<file path="config.mk">
export PLATFORM = sky130hd
export DESIGN_NAME = err_alert_ctrl
export DESIGN_NICKNAME = d
export VERILOG_FILES = /design/src/rtl/err_alert_pkg.sv /design/src/rtl/err_sticky_latch.sv /design/src/rtl/err_alert_ctrl.sv
export SDC_FILE = /design/constraint.sdc
export NUM_CORES = 1
export LEC_CHECK = 0
export ABC_CLOCK_PERIOD_IN_PS = 2700
export BUFFER_PORTS_ARGS = -buffer_cell sky130_fd_sc_hd__buf_2
export CAP_MARGIN = 20
export CORE_AREA = 4 4 74 104
export CTS_CLUSTER_SIZE = 25
export DETAILED_ROUTE_END_ITERATION = 16
export DIE_AREA = 0 0 78 108
export HOLD_SLACK_MARGIN = 0.03
export PLACE_DENSITY = 0.89
export SLEW_MARGIN = 20
export SYNTH_ARGS = -nofsm -noshare
export SYNTH_HDL_FRONTEND = slang
export SYNTH_HIERARCHICAL = 1
export SYNTH_SLANG_ARGS = --single-unit
export TNS_END_PERCENT = 5
</file>
<file path="constraint.sdc">
create_clock -name clk -period 2.7 [get_ports clk]
set_clock_uncertainty 0.2 [all_clocks]
set_input_delay 0.27 -clock clk [delete_from_list [all_inputs] [get_ports clk]]
set_output_delay 0.27 -clock clk [all_outputs]
set_load 0.01 [all_outputs]
</file>
<file path="src/rtl/err_alert_pkg.sv">
// err_alert_pkg: shared types and constants for the error alert controller.
package err_alert_pkg;

   typedef enum logic [1:0] {
      IDLE       = 2'd0,
      ASSERT     = 2'd1,
      HOLDOFF    = 2'd2,
      FATAL_HOLD = 2'd3
   } alert_state_e;

   localparam int unsigned ALERT_CNT_W      = 16;
   localparam int unsigned DEFAULT_ALERT_PW = 4;
   localparam int unsigned DEFAULT_HOLDOFF  = 3;

endpackage

</file>
<file path="src/rtl/err_sticky_latch.sv">
// err_sticky_latch: rising-edge detect on a level vector plus sticky capture
// with per-bit clear. A set on the same bit and cycle as a clear wins.
module err_sticky_latch
   import err_alert_pkg::*;
#(
   parameter int unsigned WIDTH = 8
) (
   input  logic             clk,
   input  logic             rst,
   input  logic             enable,
   input  logic [WIDTH-1:0] level,
   input  logic [WIDTH-1:0] clr,
   output logic [WIDTH-1:0] set,
   output logic [WIDTH-1:0] sticky
);

   logic [WIDTH-1:0] prev_q;

   assign set = level & ~prev_q;

   // Previous-level history and sticky bits, frozen while disabled.
   always_ff @(posedge clk) begin
      if (rst) begin
         prev_q <= '0;
         sticky <= '0;
      end else if (enable) begin
         prev_q <= level;
         sticky <= (sticky & ~clr) | set;
      end
   end

endmodule

</file>
<file path="src/rtl/err_alert_ctrl.sv">
// err_alert_ctrl: latches error events into sticky status and drives the
// active-low ALERT_n pin as a pulse train, or held low while fatal.
// Optional: define ERR_ALERT_STATS_EN to implement the alert_count statistic.
module err_alert_ctrl
   import err_alert_pkg::*;
#(
   parameter int unsigned NUM_SRC  = 8,
   parameter int unsigned PW_WIDTH = 8
) (
   input  logic                   clk,
   input  logic                   rst,
   input  logic                   enable,
   input  logic [NUM_SRC-1:0]     src_warning,
   input  logic [NUM_SRC-1:0]     src_fail,
   input  logic [NUM_SRC-1:0]     src_fatal,
   input  logic [NUM_SRC-1:0]     irq_mask,
   input  logic [PW_WIDTH-1:0]    alert_pw,
   input  logic [PW_WIDTH-1:0]    alert_holdoff,
   input  logic                   clr_req,
   input  logic [NUM_SRC-1:0]     clr_src,
   output logic                   clr_ack,
   output logic                   alert_n,
   output logic [NUM_SRC-1:0]     sticky_warn,
   output logic [NUM_SRC-1:0]     sticky_fail,
   output logic [NUM_SRC-1:0]     sticky_fatal,
   output logic                   fatal_active,
   output logic [ALERT_CNT_W-1:0] alert_count
);

   alert_state_e          state_q, state_d;
   logic [PW_WIDTH-1:0]   cnt_q, cnt_d;
   logic [PW_WIDTH-1:0]   pw_eff;
   logic                  pending_q, pending_d;
   logic                  clr_ack_q, clr_seen_q;
   logic                  clr_accept;
   logic [NUM_SRC-1:0]    clr_applied;
   logic [NUM_SRC-1:0]    set_warn, set_fail, set_fatal;

   // A clear is taken once per clr_req assertion; clr_seen_q blocks re-acceptance
   // until the request drops.
   assign clr_accept  = enable & clr_req & ~clr_ack_q & ~clr_seen_q;
   assign clr_applied = clr_accept ? clr_src : '0;
   assign clr_ack     = clr_ack_q;

   assign pw_eff = (alert_pw == '0) ? PW_WIDTH'(1) : alert_pw;

   err_sticky_latch #(.WIDTH(NUM_SRC)) u_warn (
      .clk    (clk),
      .rst    (rst),
      .enable (enable),
      .level  (src_warning),
      .clr    (clr_applied),
      .set    (set_warn),
      .sticky (sticky_warn)
   );

   err_sticky_latch #(.WIDTH(NUM_SRC)) u_fail (
      .clk    (clk),
      .rst    (rst),
      .enable (enable),
      .level  (src_fail),
      .clr    (clr_applied),
      .set    (set_fail),
      .sticky (sticky_fail)
   );

   err_sticky_latch #(.WIDTH(NUM_SRC)) u_fatal (
      .clk    (clk),
      .rst    (rst),
      .enable (enable),
      .level  (src_fatal),
      .clr    (clr_applied),
      .set    (set_fatal),
      .sticky (sticky_fatal)
   );

   // Next-state, phase counter and pending-event flag.
   always_comb begin
      state_d = state_q;
      cnt_d   = cnt_q;
      case (state_q)
         IDLE: begin
            if (|sticky_fatal) begin
               state_d = FATAL_HOLD;
            end else if (pending_q) begin
               state_d = ASSERT;
               cnt_d   = pw_eff - PW_WIDTH'(1);
            end
         end
         ASSERT: begin
            if (cnt_q == '0) begin
               if (|sticky_fatal) begin
                  state_d = FATAL_HOLD;
               end else begin
                  state_d = HOLDOFF;
                  cnt_d   = alert_holdoff;
               end
            end else begin
               cnt_d = cnt_q - PW_WIDTH'(1);
            end
         end
         HOLDOFF: begin
            if (cnt_q <= PW_WIDTH'(1)) begin
               state_d = IDLE;
            end else begin
               cnt_d = cnt_q - PW_WIDTH'(1);
            end
         end
         FATAL_HOLD: begin
            if (~|sticky_fatal) begin
               state_d = HOLDOFF;
               cnt_d   = alert_holdoff;
            end
         end
         default: state_d = IDLE;
      endcase

      // New events win over the clear that happens on entry to ASSERT.
      pending_d = (pending_q & ~((state_q == IDLE) && (state_d == ASSERT)))
                | (|(set_fail & ~irq_mask))
                | (|set_fatal);
   end

   // FSM state, counter, pending flag and clear handshake registers.
   always_ff @(posedge clk) begin
      if (rst) begin
         state_q    <= IDLE;
         cnt_q      <= '0;
         pending_q  <= 1'b0;
         clr_ack_q  <= 1'b0;
         clr_seen_q <= 1'b0;
      end else if (enable) begin
         state_q    <= state_d;
         cnt_q      <= cnt_d;
         pending_q  <= pending_d;
         clr_ack_q  <= clr_accept;
         clr_seen_q <= clr_req & (clr_seen_q | clr_accept);
      end
   end

   assign alert_n      = ~((state_q == ASSERT) || (state_q == FATAL_HOLD));
   assign fatal_active = (state_q == FATAL_HOLD);

`ifdef ERR_ALERT_STATS_EN
   logic [ALERT_CNT_W-1:0] alert_cnt_q;
   logic                   alert_entry;

   assign alert_entry = ((state_q == IDLE) && (state_d == ASSERT))
                      || ((state_q != FATAL_HOLD) && (state_d == FATAL_HOLD));

   // Saturating count of pulse starts and fatal-hold entries.
   always_ff @(posedge clk) begin
      if (rst) begin
         alert_cnt_q <= '0;
      end else if (enable && alert_entry && (alert_cnt_q != '1)) begin
         alert_cnt_q <= alert_cnt_q + ALERT_CNT_W'(1);
      end
   end

   assign alert_count = alert_cnt_q;
`else
   assign alert_count = '0;
`endif

endmodule

</file>
# After elaboration in Yosys (flattened, before gate mapping)
# Index checks and enable logic that the tools add are counted.
[op_classes] n_addsub=2 n_lt_le_gt_ge=1 n_eq_ne=7 n_mux=15 n_bitwise=27 n_reduce_logical=9
[op_table] operator="bitwise AND 8 bit" n=7
[op_table] operator="two-way mux 8 bit" n=7
[op_table] operator="inverter 8 bit" n=5
[op_table] operator="case mux 8 bit (4 select lines)" n=1
[op_table] operator="OR 8 bit" n=3
[op_table] operator="OR reduction 8 bit" n=3
[op_table] operator="zero test 8 bit" n=2
[op_table] operator="subtractor 8 x 1 -> 8 bit, second input constant" n=2
[op_table] operator="two-way mux 2 bit" n=5
[op_table] operator="<= comparator 8 x 1 -> 1 bit, second input constant" n=1
[op_table] operator="case mux 2 bit (4 select lines)" n=1
[op_table] operator="inequality test 2 bit, second input constant" n=3
[op_table] operator="bitwise AND 1 bit" n=5
[op_table] operator="== test 2 x 1 -> 1 bit, second input constant" n=2
[op_table] operator="== test 2 bit, second input constant" n=2
[op_table] operator="inverter 1 bit" n=4
[op_table] operator="AND reduction 4 bit" n=1
[op_table] operator="OR 1 bit" n=3
[op_table] operator="zero test 2 bit" n=1
[op_table] operator="logical AND 1 bit" n=1
[op_table] operator="logical OR 1 bit" n=1
[op_table] operator="two-way mux 1 bit" n=1
[totals] register_bits=61 inputBits=60 out_inout_bits=43 word_cells=72

# Logic depth before layout (Yosys ltp)
# Gate-level depths: netlist (run 1).
[logic_depth] ltp_word=10 depth_mapped=8 mapped_depth_nobuf=7

# Modules after synthesis
# Netlist (run 1), hierarchy kept.
[by_module_without_submodules] module="err_sticky_latch" n_inst=3 cells_each=62 area_each_um2=658.1 seq_area_each_um2=320.3
[by_module_without_submodules] module="err_alert_ctrl" n_inst=1 cells_each=198 area_each_um2=1463.9 seq_area_each_um2=260.2

# Least setup slack after synthesis (run 1)
# OpenSTA, ideal clock, no wires.
[synth_timing] path_kind="register to register" startpoint="register cnt_q[2]" endpoint="register cnt_q[5]" setup_ns=0.120 t_arrival_ns=2.111 required_ns=2.380 path_slack_ns=0.270 path_stages_with_launch=7 n_path_buf=2 period_less_slack_ns=2.430 path_cell_list="dfxtp_1 buf_6 or4_4 or4_4 o221a_4 buf_6 a211o_1"
[synth_via] elab_chain_len=3 elab_cells_between_ends=8 cone_classes="1 x add/sub; 1 x order compare; 1 x eq/ne; 3 x mux; 2 x reduce/logical"
[synth_rtl] item="start: declaration" line="err_alert_ctrl.sv:31" source="logic [PW_WIDTH-1:0] cnt_q, cnt_d;"
[synth_rtl] item="start signal: assignment" line="err_alert_ctrl.sv:134" source="cnt_q <= cnt_d;"
[synth_rtl] item="subtractor 8 x 1 -> 8 bit (tied with other cells)" line="err_alert_ctrl.sv:99, err_alert_ctrl.sv:106"
[synth_rtl] item="two-way mux 8 bit (tied with other cells)" line="err_alert_ctrl.sv:103" source="if (cnt_q <= PW_WIDTH'(1)) begin"
[synth_rtl] item="case mux 8 bit (4 select lines) or AND reduction 4 bit (tied branches)"
# Several ways; a longest one is shown, not always the timed one. The select of a mux whose other input is x is not followed.
# A chain may end at the register's enable or synchronous reset.

# Worst setup path in the final report (run 1)
[layout_timing] startpoint="register cnt_q[1]" endpoint="register cnt_q[3]"
# The elaborated chain is that of the path after synthesis.

==> impl_results.md, run 1 <==
- Crit path capture type: flip-flop
- Outcome: complete, no violations
- Area after DPL: 3825 um^2
- Fraction of final layout cells with drive strength greater than 1: 26.64%
- Final #Nets: 562
- Maximum number of pins on one net before global-route repair: 54
- Cts bufs inserted: 9
- RePlAce Congestion: 0.9153
- GRT Util Overall: 23.65%
- Slowest stage cell, crit path: sky130_fd_sc_hd__nor4bb_1
- Utilization after layout: 63.30%
- Clock-pin slew on the worst setup and hold paths: 80 ps
- Startpoint type of the worst setup path: flip-flop
- CTS tree: built
- Share of power burned in registers: 37.7%
- Worst-Margin Slew: 662.2 ps
- Logic gate share of total power: 28.4%
- Largest incremental delay on the critical path: 480 ps
- Worst Setup EP: cnt_q[3]$_SDFFE_PP0P_
- Leakage component of the power: 1.915 nW
- Wire per inst: 16.83 um
- Hold WC Path Type: in2reg
- H-tree levels: 3
- Worst-skew pair later-pin latency: 340 ps
- Io pins: 103
- Area delta synth->final: 25.22%
- Core area: 6802 um^2
- Worst setup path start: cnt_q[1]$_SDFFE_PP0P_
- Root Buffer Master: sky130_fd_sc_hd__clkbuf_8
- Async set-or-reset flop fraction in the synthesized netlist: 0%
- Number of filler cells placed in the layout: 530
- Arrival time worst endpoint: 2560 ps
- Area of the mapped netlist: 3438 um^2
- Area enclosed by the die boundary: 8424 um^2
- Part of the cycle the worst path needs: 93.75%
- Crit path buf inv count: 2
- Library cell with the highest instance count after synthesis: sky130_fd_sc_hd__dfxtp_1
- Via/cell ratio: 5.681
- Cells on worst reg2reg path: 8
- Number of synthesized flops with an enable pin: 0
- Total clock sinks: 61
- Detailed Routing Iterations Pass 1: 6
- Initial standard-cell utilization of the core: 50.55%
- Final design instance area without fill: 4305 um^2
- Internal power contribution: 1.866 mW
- Syn. warnings: 6
- Yosys cell types: 60
- Biggest area consumer among synthesized cells: sky130_fd_sc_hd__dfxtp_1
- Count of antenna-violating nets left after detailed routing: 0
- Width of the die: 78 um
- Power dissipated by switching net loads: 0.9128 mW
- Portion of synthesized cell area occupied by the leading cell type: 35.52%
- Number of max-slew violations in the final report: 0
- Start-to-end type of the worst setup path: reg2reg
- Detailed router's first-iteration violation count: 237
- Maximum achievable frequency: 395.1 MHz
- Wire length after detailed routing: 10070 um
- Initial antenna violation count: 0
- Power share of the clock group: 33.9%
- Crit-path max FO: 5
- Ant. Diodes: 0
- Number of placement rows: 36
- Slew margin rel.: 55.85%
- Global-route wire length before repair: 15770 um
- Setup_tns: 0 ps
- Cell count after placement: 557
- Power per cell area: 645.4 nW/um^2
- Final hold violation count: 0
- Number of non-filler instances in the completed layout: 598
- End of the worst register-to-register path: cnt_q[3]$_SDFFE_PP0P_
- Primary flip-flop cell chosen by synthesis mapping: sky130_fd_sc_hd__dfxtp_1
- Number of standard cells after synthesis: 384
- Instance count on the critical path: 8
- Critical R2R Launch: cnt_q[1]$_SDFFE_PP0P_
- Flop and latch count out of synthesis: 61
- Clock Tree Buf Depth: 2
- Total of endpoints with negative setup slack in the final report: 0
- Total grt overflow: 0
- Register-to-Register Setup Slack: 170 ps
- Total Power: 2.779 mW
- Final period demand of the worst path: 2531 ps
- Dominant cells by area after synthesis: sky130_fd_sc_hd__dfxtp_1, sky130_fd_sc_hd__a32o_1, sky130_fd_sc_hd__mux2i_1, sky130_fd_sc_hd__nor2b_1, sky130_fd_sc_hd__nor2_1
- Number of vias after detailed routing: 3397
- Flip-flop and latch area: 1221 um^2
- Net switching share of the total power: 32.85%
- Required arrival time at the worst endpoint: 2730 ps
- HPWL after detailed placement: 7198 um
- Total of buffers placed on input and output ports: 86
- Series of cell instances along the critical path: inv_1 -> ha_1 -> nor4bb_1 -> buf_4 -> a211oi_1 -> a311oi_1 -> a2111oi_0 -> a31o_2
- Cell family with the largest share of critical-path delay: compound AO/OA/AOI/OAI gates
- Vertical extent of the die: 108 um
- Total area of multi-input combinational cells: 1889 um^2
- Syn Area/Cell: 8.954 um^2
- Number of global-route vias before repair: 3301
- RSZ-0062 raised after global routing: false
- Post-synthesis sequential area ratio: 35.52%
- Drt drc: 0
- IR Drop Worst-Case VDD: 0.6624 mV
- Cell types with the highest counts after synthesis: sky130_fd_sc_hd__dfxtp_1, sky130_fd_sc_hd__nor2_1, sky130_fd_sc_hd__nand2_1
- Reported max-cap violation count: 0
-- registers in the layout, indices dropped and copies added (netlist names) --
name and cells:
cnt_q 8, u_fail/prev_q 8, u_fail/sticky 8, u_fatal/prev_q 8, u_fatal/sticky 8, u_warn/prev_q 8
u_warn/sticky 8, state_q 2, clr_ack 1, clr_seen_q 1, pending_q 1
-- cell families after synthesis --
logic type | after synthesis | share of synthesized area (%)
DFF | 61 | 35.52
buffers and inverters | 55 | 11.28
xor gates and xnor gates | 3 | 0.7643
adders and majority gates | 5 | 1.747
and+or+nand+nor | 144 | 21.94
other | 1 | 0.1091
muxes | 24 | 6.987
AOI/OAI and AO/OA | 91 | 21.65
-- worst min-delay path by stage --
stage / depth (start not counted) / end / slack [ps] / from
after floorplan: 2 / u_fail/prev_q[0]$_SDFFE_PP0P_ / 220 / src_fail[0]
after global placement: 2 / clr_seen_q$_SDFFE_PP0P_ / 270 / clr_seen_q$_SDFFE_PP0P_
after detailed placement: 2 / clr_seen_q$_SDFFE_PP0P_ / 280 / clr_seen_q$_SDFFE_PP0P_
after CTS: 3 / u_fatal/prev_q[7]$_SDFFE_PP0P_ / 90 / enable
after global routing: 3 / u_fatal/prev_q[7]$_SDFFE_PP0P_ / 120 / enable
final: 3 / u_fatal/prev_q[7]$_SDFFE_PP0P_ / 90 / enable
-- worst min-delay path: stages --
cell                      delay [ps]
sky130_fd_sc_hd__buf_2           160
sky130_fd_sc_hd__mux2i_1          90
sky130_fd_sc_hd__nor2_1           80
-- stage by stage --
stage | hold WS, ps | worst slack, ps
2_1_floorplan | 217.2 | 269.5
3_3_place_gp | 268.2 | 352.2
3_5_place_dp | 278.3 | 258.1
4_1_cts | 92.03 | 206.0
5_1_grt | 117.8 | 139.2
6_report | 92.42 | 168.7
-- routing by layer --
layer / vias up / GRT usage [%] / wire [um]
li1: 1601 / - / -
met1: 1558 / 25.57 / 3673
met2: 202 / 43.20 / 5237
met3: 36 / 6.083 / 826
met4: 0 / 10.25 / 328
met5: - / 0 / 0
-- power groups by stage --
stage	clock network, mW	logic (mW)	registers (mW)
final	0.942	0.789	1.05
after CTS	0.951	0.772	1.05
after global placement	0	0.732	1.06
after global routing	1.01	0.854	1.06
after detailed placement	0	0.737	1.07
after floorplan	0	0.524	1.06
-- cells in the final DEF, fill, tap and decap left out, drive strengths merged, types with 6 or more instances in the layout --
cell,netlist,routed
dfxtp,61,61
nand2,33,33
a32o,24,24
and2,8,8
a21oi,14,14
dlygate4sd3,0,25
o21ai,9,9
inv,19,23
or4,6,6
nor4,6,6
nor2,41,41
conb,1,16
clkbuf,5,9
buf,31,99
mux2i,24,24
nor2b,28,28
-- repair_timing --
| item | in CTS | in global routing |
|---|---|---|
| buffers inserted | 0 | 0 |
| hold endpoints to repair | 25 | 0 |
| resized for setup | 0 | 1 |
| hold buffers | 25 | 0 |
| setup endpoints to repair | 0 | 1 |
-- cell type report --
| type | instances | share of cell area, % |
|---|---|---|
| clock buffer | 9 | 2.877 |
| clock inverter | 7 | 2.383 |
| inverter | 19 | 1.656 |
| multi-input combinational | 283 | 43.88 |
| sequential | 61 | 28.36 |
| tap | 95 | 2.761 |
| timing repair buffer | 124 | 18.08 |
(Power assumes the default switching activity.)
==> run 2, diff against run 1 <==
--- a/config.mk
+++ b/config.mk
@@ -13,7 +13,7 @@
 export DETAILED_ROUTE_END_ITERATION = 16
 export DIE_AREA = 0 0 78 108
 export HOLD_SLACK_MARGIN = 0.03
-export PLACE_DENSITY = 0.89
+export PLACE_DENSITY = 0.79
 export SLEW_MARGIN = 20
 export SYNTH_ARGS = -nofsm -noshare
 export SYNTH_HDL_FRONTEND = slang
==> run 2 against run 1 <==
Effect of this change:
- hold slack improved by 42 ps
- utilization fell by 0.46 points
- global-route usage fell by 1.2 points
- cell area fell by 0.73%
- first-iteration DRC count fell by 9.3%
- via count fell by 3.4%
- largest cell class unchanged
==> impl_results.md, run 2 (synthesis gave the netlist of run 1 again) <==
- Power per cell area: 607.7 nW/um^2 (-5.8%)
- Area enclosed by the die boundary: 8424 um^2 (unchanged)
- RSZ-0062 raised after global routing: false
- Via/cell ratio: 5.477 (-3.6%)
- End of the worst register-to-register path: cnt_q[5]$_SDFFE_PP0P_
- Worst-skew pair later-pin latency: 330 ps (about the same)
- Final period demand of the worst path: 2436 ps (-94.95 ps)
- Cells on worst reg2reg path: 4 (-4)
- Maximum number of pins on one net before global-route repair: 44 (-19%)
- Maximum achievable frequency: 410.5 MHz (+3.9%)
- Wire per inst: 15.53 um (-7.8%)
- Area delta synth->final: 24.31%
- Clock-pin slew on the worst setup and hold paths: 70 ps (about the same)
- Number of placement rows: 36 (unchanged)
- Required arrival time at the worst endpoint: 2720 ps (about the same)
- Internal power contribution: 1.758 mW (-5.8%)
- Outcome: complete, no violations
- Number of max-slew violations in the final report: 0 (unchanged)
- Worst-Margin Slew: 538.4 ps (-123.8 ps)
- CTS tree: built
- H-tree levels: 3 (unchanged)
- Total of endpoints with negative setup slack in the final report: 0 (unchanged)
- Crit-path max FO: 2 (-3)
- Crit path capture type: flip-flop
- Drt drc: 0 (unchanged)
- Power dissipated by switching net loads: 0.8392 mW (-8.1%)
- Worst Setup EP: pending_q$_SDFFE_PP0P_
- Initial antenna violation count: 0 (unchanged)
- Area after DPL: 3832 um^2 (+0.20%)
- Detailed Routing Iterations Pass 1: 5 (-1)
- Register-to-Register Setup Slack: 310 ps (+140 ps)
- Share of power burned in registers: 40.7% (+3.0 points)
- Root Buffer Master: sky130_fd_sc_hd__clkbuf_8
- Setup_tns: 0 ps (unchanged)
- Count of instances resized after the clock tree is built: 0 (unchanged)
- GRT Util Overall: 22.43% (-1.2 points)
- Final hold violation count: 0 (unchanged)
- Ant. Diodes: 0 (unchanged)
- Wire length after detailed routing: 9300 um (-7.6%)
- Final #Nets: 563 (+0.18%)
- Most frequent standard cell in the layout excluding fill and tap cells: sky130_fd_sc_hd__buf_2
- Clock Tree Buf Depth: 2 (unchanged)
- Global-route wire length before repair: 14970 um (-5.1%)
- Critical R2R Launch: cnt_q[5]$_SDFFE_PP0P_
- Logic gate share of total power: 29.2% (+0.8 points)
- Slew margin rel.: 64.10% (+8.3 points)
- IR Drop Worst-Case VDD: 0.3638 mV (-45%)
- Net switching share of the total power: 32.31% (-0.54 points)
- Startpoint type of the worst setup path: primary input
- Most frequent cells in the layout: sky130_fd_sc_hd__buf_2, sky130_fd_sc_hd__dfxtp_1, sky130_fd_sc_hd__nor2_1
- Cts bufs inserted: 9 (unchanged)
- Setup fix buffers added after clock tree synthesis: 0 (unchanged)
- Number of vias after detailed routing: 3281 (-3.4%)
- Final design instance area without fill: 4274 um^2 (-0.73%)
- Arrival time worst endpoint: 2450 ps (-110 ps)
- Fraction of final layout cells with drive strength greater than 1: 26.39% (-0.25 points)
- Total clock sinks: 61 (unchanged)
- Count of antenna-violating nets left after detailed routing: 0 (unchanged)
- Core area: 6802 um^2 (unchanged)
- Number of global-route vias before repair: 3162 (-4.2%)
- Leakage component of the power: 1.899 nW (-0.85%)
- RePlAce Congestion: 0.9458 (+3.3%)
- Worst setup path start: src_fatal[1]
- Reported max-cap violation count: 0 (unchanged)
- Hold WC Path Type: in2reg
- Detailed router's first-iteration violation count: 215 (-9.3%)
- Total of buffers placed on input and output ports: 86 (unchanged)
- Power share of the clock group: 30.0% (-3.9 points)
- Vertical extent of the die: 108 um (unchanged)
- Part of the cycle the worst path needs: 90.23% (-3.5 points)
- Start-to-end type of the worst setup path: in2reg
- Width of the die: 78 um (unchanged)
- HPWL after detailed placement: 7028 um (-2.4%)
- Total grt overflow: 0 (unchanged)
- Initial standard-cell utilization of the core: 50.55% (unchanged)
- Io pins: 103 (unchanged)
==> run 2: changes by cell type in the layout (fill, tap and decap cells not counted), sizes merged <==
cell      delta
clkinv       +3
clkinvlp     +1
inv          -4
bufinv       -1
clkbuf       +1
buf          +1
==> run 2: worst min path at each step <==
| stage | depth (start not counted) | slack (ps) | start | to |
|---|---|---|---|---|
| after floorplan | 2 | 220 | src_fail[0] | u_fail/prev_q[0]$_SDFFE_PP0P_ |
| after global placement | 2 | 270 | clr_seen_q$_SDFFE_PP0P_ | clr_seen_q$_SDFFE_PP0P_ |
| after detailed placement | 2 | 280 | pending_q$_SDFFE_PP0P_ | pending_q$_SDFFE_PP0P_ |
| after CTS | 2 | 110 | rst | u_fail/prev_q[5]$_SDFFE_PP0P_ |
| after global routing | 2 | 130 | rst | u_fail/prev_q[5]$_SDFFE_PP0P_ |
| final | 2 | 130 | rst | u_warn/prev_q[0]$_SDFFE_PP0P_ |
==> run 2: power by group through the flow <==
stage,Combinational (mW),Clock (mW),Sequential (mW)
floorplan,0.524,0,1.06
global placement,0.717,0,1.07
detailed placement,0.721,0,1.07
CTS,0.752,0.801,1.05
global route,0.835,0.846,1.07
finish,0.760,0.780,1.06
==> run 2: through the flow <==
stage / hold WS (ps) / std cells / utilization [%] / total power, mW / setup slack [ps]
2_1_floorplan: 217.2 / 399 / - / 1.587 / 269.5
3_3_place_gp: 266.1 / 558 / 56.35 / 1.787 / 359.5
3_5_place_dp: 282.6 / 558 / 56.35 / 1.796 / 329.3
4_1_cts: 112.1 / 599 / 62.84 / 2.607 / 249.7
5_1_grt: 132.9 / 599 / 62.84 / 2.748 / 178.7
6_report: 134.6 / 599 / 62.84 / 2.598 / 263.7
==> run 2: repair_timing <==
item / 4_1_cts / 5_1_grt
endpoints found under the setup margin: 0 / 0
endpoints found under the hold margin: 25 / 0
hold buffers: 25 / 0
==> run 2: worst max-delay path, stage by stage <==
cell and delay, ps:
sky130_fd_sc_hd__dlygate4sd3_1 540, sky130_fd_sc_hd__buf_2 130, sky130_fd_sc_hd__nor2b_1 140, sky130_fd_sc_hd__nor4_1 440, sky130_fd_sc_hd__o2111ai_1 180, sky130_fd_sc_hd__or4_1 460, sky130_fd_sc_hd__o31ai_1 210, sky130_fd_sc_hd__a21oi_1 90
==> run 2: area by class of cell <==
class	instances	area (um^2)
Fill cell	543	2527
Multi-Input combinational cell	283	1886
Sequential cell	61	1221
Timing Repair Buffer	125	785.8
Clock buffer	10	127.6
Tap cell	95	118.9
Inverter	19	71.32
Clock inverter	6	63.81
==> run 2: routing by layer <==
| layer | GRT usage [%] | vias to the layer above | routed length (um) |
|---|---|---|---|
| li1 | - | 1599 | - |
| met1 | 25.71 | 1504 | 3572 |
| met2 | 37.93 | 144 | 4655 |
| met3 | 4.833 | 34 | 641 |
| met4 | 13.75 | 0 | 430 |
| met5 | 0 | - | 0 |
==> run 3, diff against run 2 <==
--- a/config.mk
+++ b/config.mk
@@ -8,10 +8,10 @@
 export ABC_CLOCK_PERIOD_IN_PS = 2700
 export BUFFER_PORTS_ARGS = -buffer_cell sky130_fd_sc_hd__buf_2
 export CAP_MARGIN = 20
-export CORE_AREA = 4 4 74 104
+export CORE_AREA = 4 4 63 122
 export CTS_CLUSTER_SIZE = 25
 export DETAILED_ROUTE_END_ITERATION = 16
-export DIE_AREA = 0 0 78 108
+export DIE_AREA = 0 0 67 126
 export HOLD_SLACK_MARGIN = 0.03
 export PLACE_DENSITY = 0.79
 export SLEW_MARGIN = 20
==> constraint.sdc (replaced) <==
create_clock -name clk -period 2.7 [get_ports clk]
set_clock_uncertainty 0.2 [all_clocks]
set_input_delay 0.54 -clock clk [delete_from_list [all_inputs] [get_ports clk]]
set_output_delay 0.54 -clock clk [all_outputs]
set_load 0.01 [all_outputs]
==> run 3 against run 2 <==
Effect of this change:
- utilization barely moved
- maximum frequency fell by 3.7%
- combinational power rose by 2%
- sequential cell count did not move
- via count fell by 0.67%
- register-to-register slack got worse by 140 ps
- count of clock-buffer cells in the layout rose by 2
- sequential power barely moved
- cell count fell by 4.7%
- sequential share of layout area rose by 0.54 points
- global-route usage rose by 2.9 points
- critical path type is now reg2reg
- critical endpoint is now cnt_q[6]$_SDFFE_PP0P_
- largest power group is now clock
==> impl_results.md, run 3 (synthesis gave the netlist of run 1 again) <==
- Outcome: complete, no violations
- Startpoint type of the worst setup path: flip-flop
- Setup_tns: 0 ps (unchanged)
- Setup slack after layout: 169.7 ps (-94.00 ps)
- Post-placement worst setup slack: 182.8 ps (-146.5 ps)
- Total clock sinks: 61 (unchanged)
- Number of placement rows: 42 (+17%)
- Ant. Diodes: 0 (unchanged)
- Final design instance area without fill: 4195 um^2 (-1.8%)
- Most frequent standard cell in the layout excluding fill and tap cells: sky130_fd_sc_hd__buf_2
- Hold WC Path Type: in2reg
- Leakage component of the power: 1.888 nW (-0.60%)
- Cell family with the largest share of critical-path delay: compound AO/OA/AOI/OAI gates
- GRT Util Overall: 25.32% (+2.9 points)
- Wire per inst: 18.30 um (+18%)
- Crit path buf inv count: 2 (unchanged)
- Start-to-end type of the worst setup path: reg2reg
- Number of global-route vias before repair: 3254 (+2.9%)
- Total grt overflow: 0 (unchanged)
- Core area: 6674 um^2 (-1.9%)
- Fraction of final layout cells with drive strength greater than 1: 28.16% (+1.8 points)
- H-tree levels: 3 (unchanged)
- Width of the die: 67 um (-14%)
- Area enclosed by the die boundary: 8442 um^2 (+0.21%)
- Crit path capture type: flip-flop
- Wire length after detailed routing: 10450 um (+12%)
- Count of instances resized after the clock tree is built: 0 (unchanged)
- Final period demand of the worst path: 2530 ps (+94.00 ps)
- Required arrival time at the worst endpoint: 2680 ps (-40 ps)
- Vertical extent of the die: 126 um (+17%)
- IR Drop Worst-Case VDD: 0.5694 mV (+57%)
- Total Power: 3.159 mW (+22%)
- Reported max-cap violation count: 0 (unchanged)
- Part of the cycle the worst path needs: 93.72% (+3.5 points)
- Io pins: 103 (unchanged)
- Via/cell ratio: 5.708 (+4.2%)
- RSZ-0062 raised after global routing: false
- Number of hold buffers added after CTS: 0 (-100%)
- Crit-path max FO: 7 (+5)
- Number of vias after detailed routing: 3259 (-0.67%)
- Worst-Margin Slew: 679.9 ps (+141.5 ps)
- Area delta synth->final: 22.02%
- Number of max-slew violations in the final report: 0 (unchanged)
- Area after DPL: 3854 um^2 (+0.56%)
- Arrival time worst endpoint: 2510 ps (+60 ps)
- Clock Tree Buf Depth: 2 (unchanged)
- Detailed Routing Iterations Pass 1: 4 (-1)
- Global-route wire length before repair: 15890 um (+6.2%)
- Most frequent cells in the layout: sky130_fd_sc_hd__buf_2, sky130_fd_sc_hd__dfxtp_1, sky130_fd_sc_hd__nor2_1
- Initial standard-cell utilization of the core: 51.52% (+0.97 points)
- Final hold violation count: 0 (unchanged)
- Largest incremental delay on the critical path: 620 ps (+80 ps)
- Root Buffer Master: sky130_fd_sc_hd__clkbuf_16
- Instance count on the critical path: 7 (-1)
- Series of cell instances along the critical path: inv_1 -> ha_1 -> nor4bb_1 -> a21oi_1 -> buf_4 -> o311ai_0 -> a311oi_2
- CTS tree: built
- Final #Nets: 542 (-3.7%)
- Worst hold path stage count: 3 (+1)
- Power per cell area: 753.1 nW/um^2 (+24%)
- Setup fix buffers added after clock tree synthesis: 0 (unchanged)
- HPWL after detailed placement: 8005 um (+14%)
- Cells on worst reg2reg path: 7 (+3)
- Count of antenna-violating nets left after detailed routing: 0 (unchanged)
- Drt drc: 0 (unchanged)
- Maximum achievable frequency: 395.2 MHz (-3.7%)
- Slew margin rel.: 54.10% (-10 points)
- Worst-skew pair later-pin latency: 330 ps (about the same)
- Detailed router's first-iteration violation count: 275 (+28%)
- Clock-pin slew on the worst setup and hold paths: 50 ps (-20 ps)
- RePlAce Congestion: 1.033 (+9.2%)
- Total of buffers placed on input and output ports: 86 (unchanged)
- Initial antenna violation count: 0 (unchanged)
- Maximum number of pins on one net before global-route repair: 38 (-14%)
- Total of endpoints with negative setup slack in the final report: 0 (unchanged)
- Slowest stage cell, crit path: sky130_fd_sc_hd__o311ai_0
- Cts bufs inserted: 9 (unchanged)
==> run 3: cell types whose count changed in the layout (fill, tap and decap cells not counted), sizes merged <==
cell         change
clkinvlp         -2
clkinv           -2
bufinv           +2
dlygate4sd3     -25
clkbuf           +2
buf              +4
==> run 3: cell type report <==
type	instances	area, um^2
Fill cell	607	2479
Multi-Input combinational cell	283	1886
Sequential cell	61	1221
Timing Repair Buffer	104	565.5
Clock buffer	12	246.5
Tap cell	88	110.1
Clock inverter	4	95.09
Inverter	19	71.32
==> run 3: path summary, 6_finish.rpt <==
check	start	end	slack (ps)
max	cnt_q[0]$_SDFFE_PP0P_	cnt_q[6]$_SDFFE_PP0P_	170
min	src_warning[2]	u_warn/prev_q[2]$_SDFFE_PP0P_	260
max reg2reg	cnt_q[0]$_SDFFE_PP0P_	cnt_q[6]$_SDFFE_PP0P_	170
min reg2reg	clr_seen_q$_SDFFE_PP0P_	clr_seen_q$_SDFFE_PP0P_	290
==> run 3: report_power, final <==
group          switching, mW  leakage [nW]  internal (mW)
Combinational          0.434          1.22          0.343
Clock                  0.395         0.167          0.925
Sequential            0.0803         0.504          0.983
Total                  0.909          1.89           2.25
==> run 3: stage by stage <==
stage | cells | hold WS [ps] | util, %
2_1_floorplan | 399 | 249.3 | -
3_3_place_gp | 555 | 266.3 | 57.74
3_5_place_dp | 555 | 283.9 | 57.74
4_1_cts | 571 | 255.2 | 62.86
5_1_grt | 571 | 272.2 | 62.86
6_report | 571 | 260.5 | 62.86
==> run 3: tightest hold or removal path, stage by stage <==
cell and delay [ps]:
sky130_fd_sc_hd__buf_2 80, sky130_fd_sc_hd__mux2i_1 60, sky130_fd_sc_hd__nor2_1 70
==> run 3: routing by layer <==
layer  GRT usage (%)  part of all wire (%)  vias to the layer above
met2           45.65                    55                      150
met3           5.704                   6.2                       44
met5               0                     0                        -
met4           20.45                   6.9                        0
li1                -                     -                     1559
met1           22.45                    32                     1506
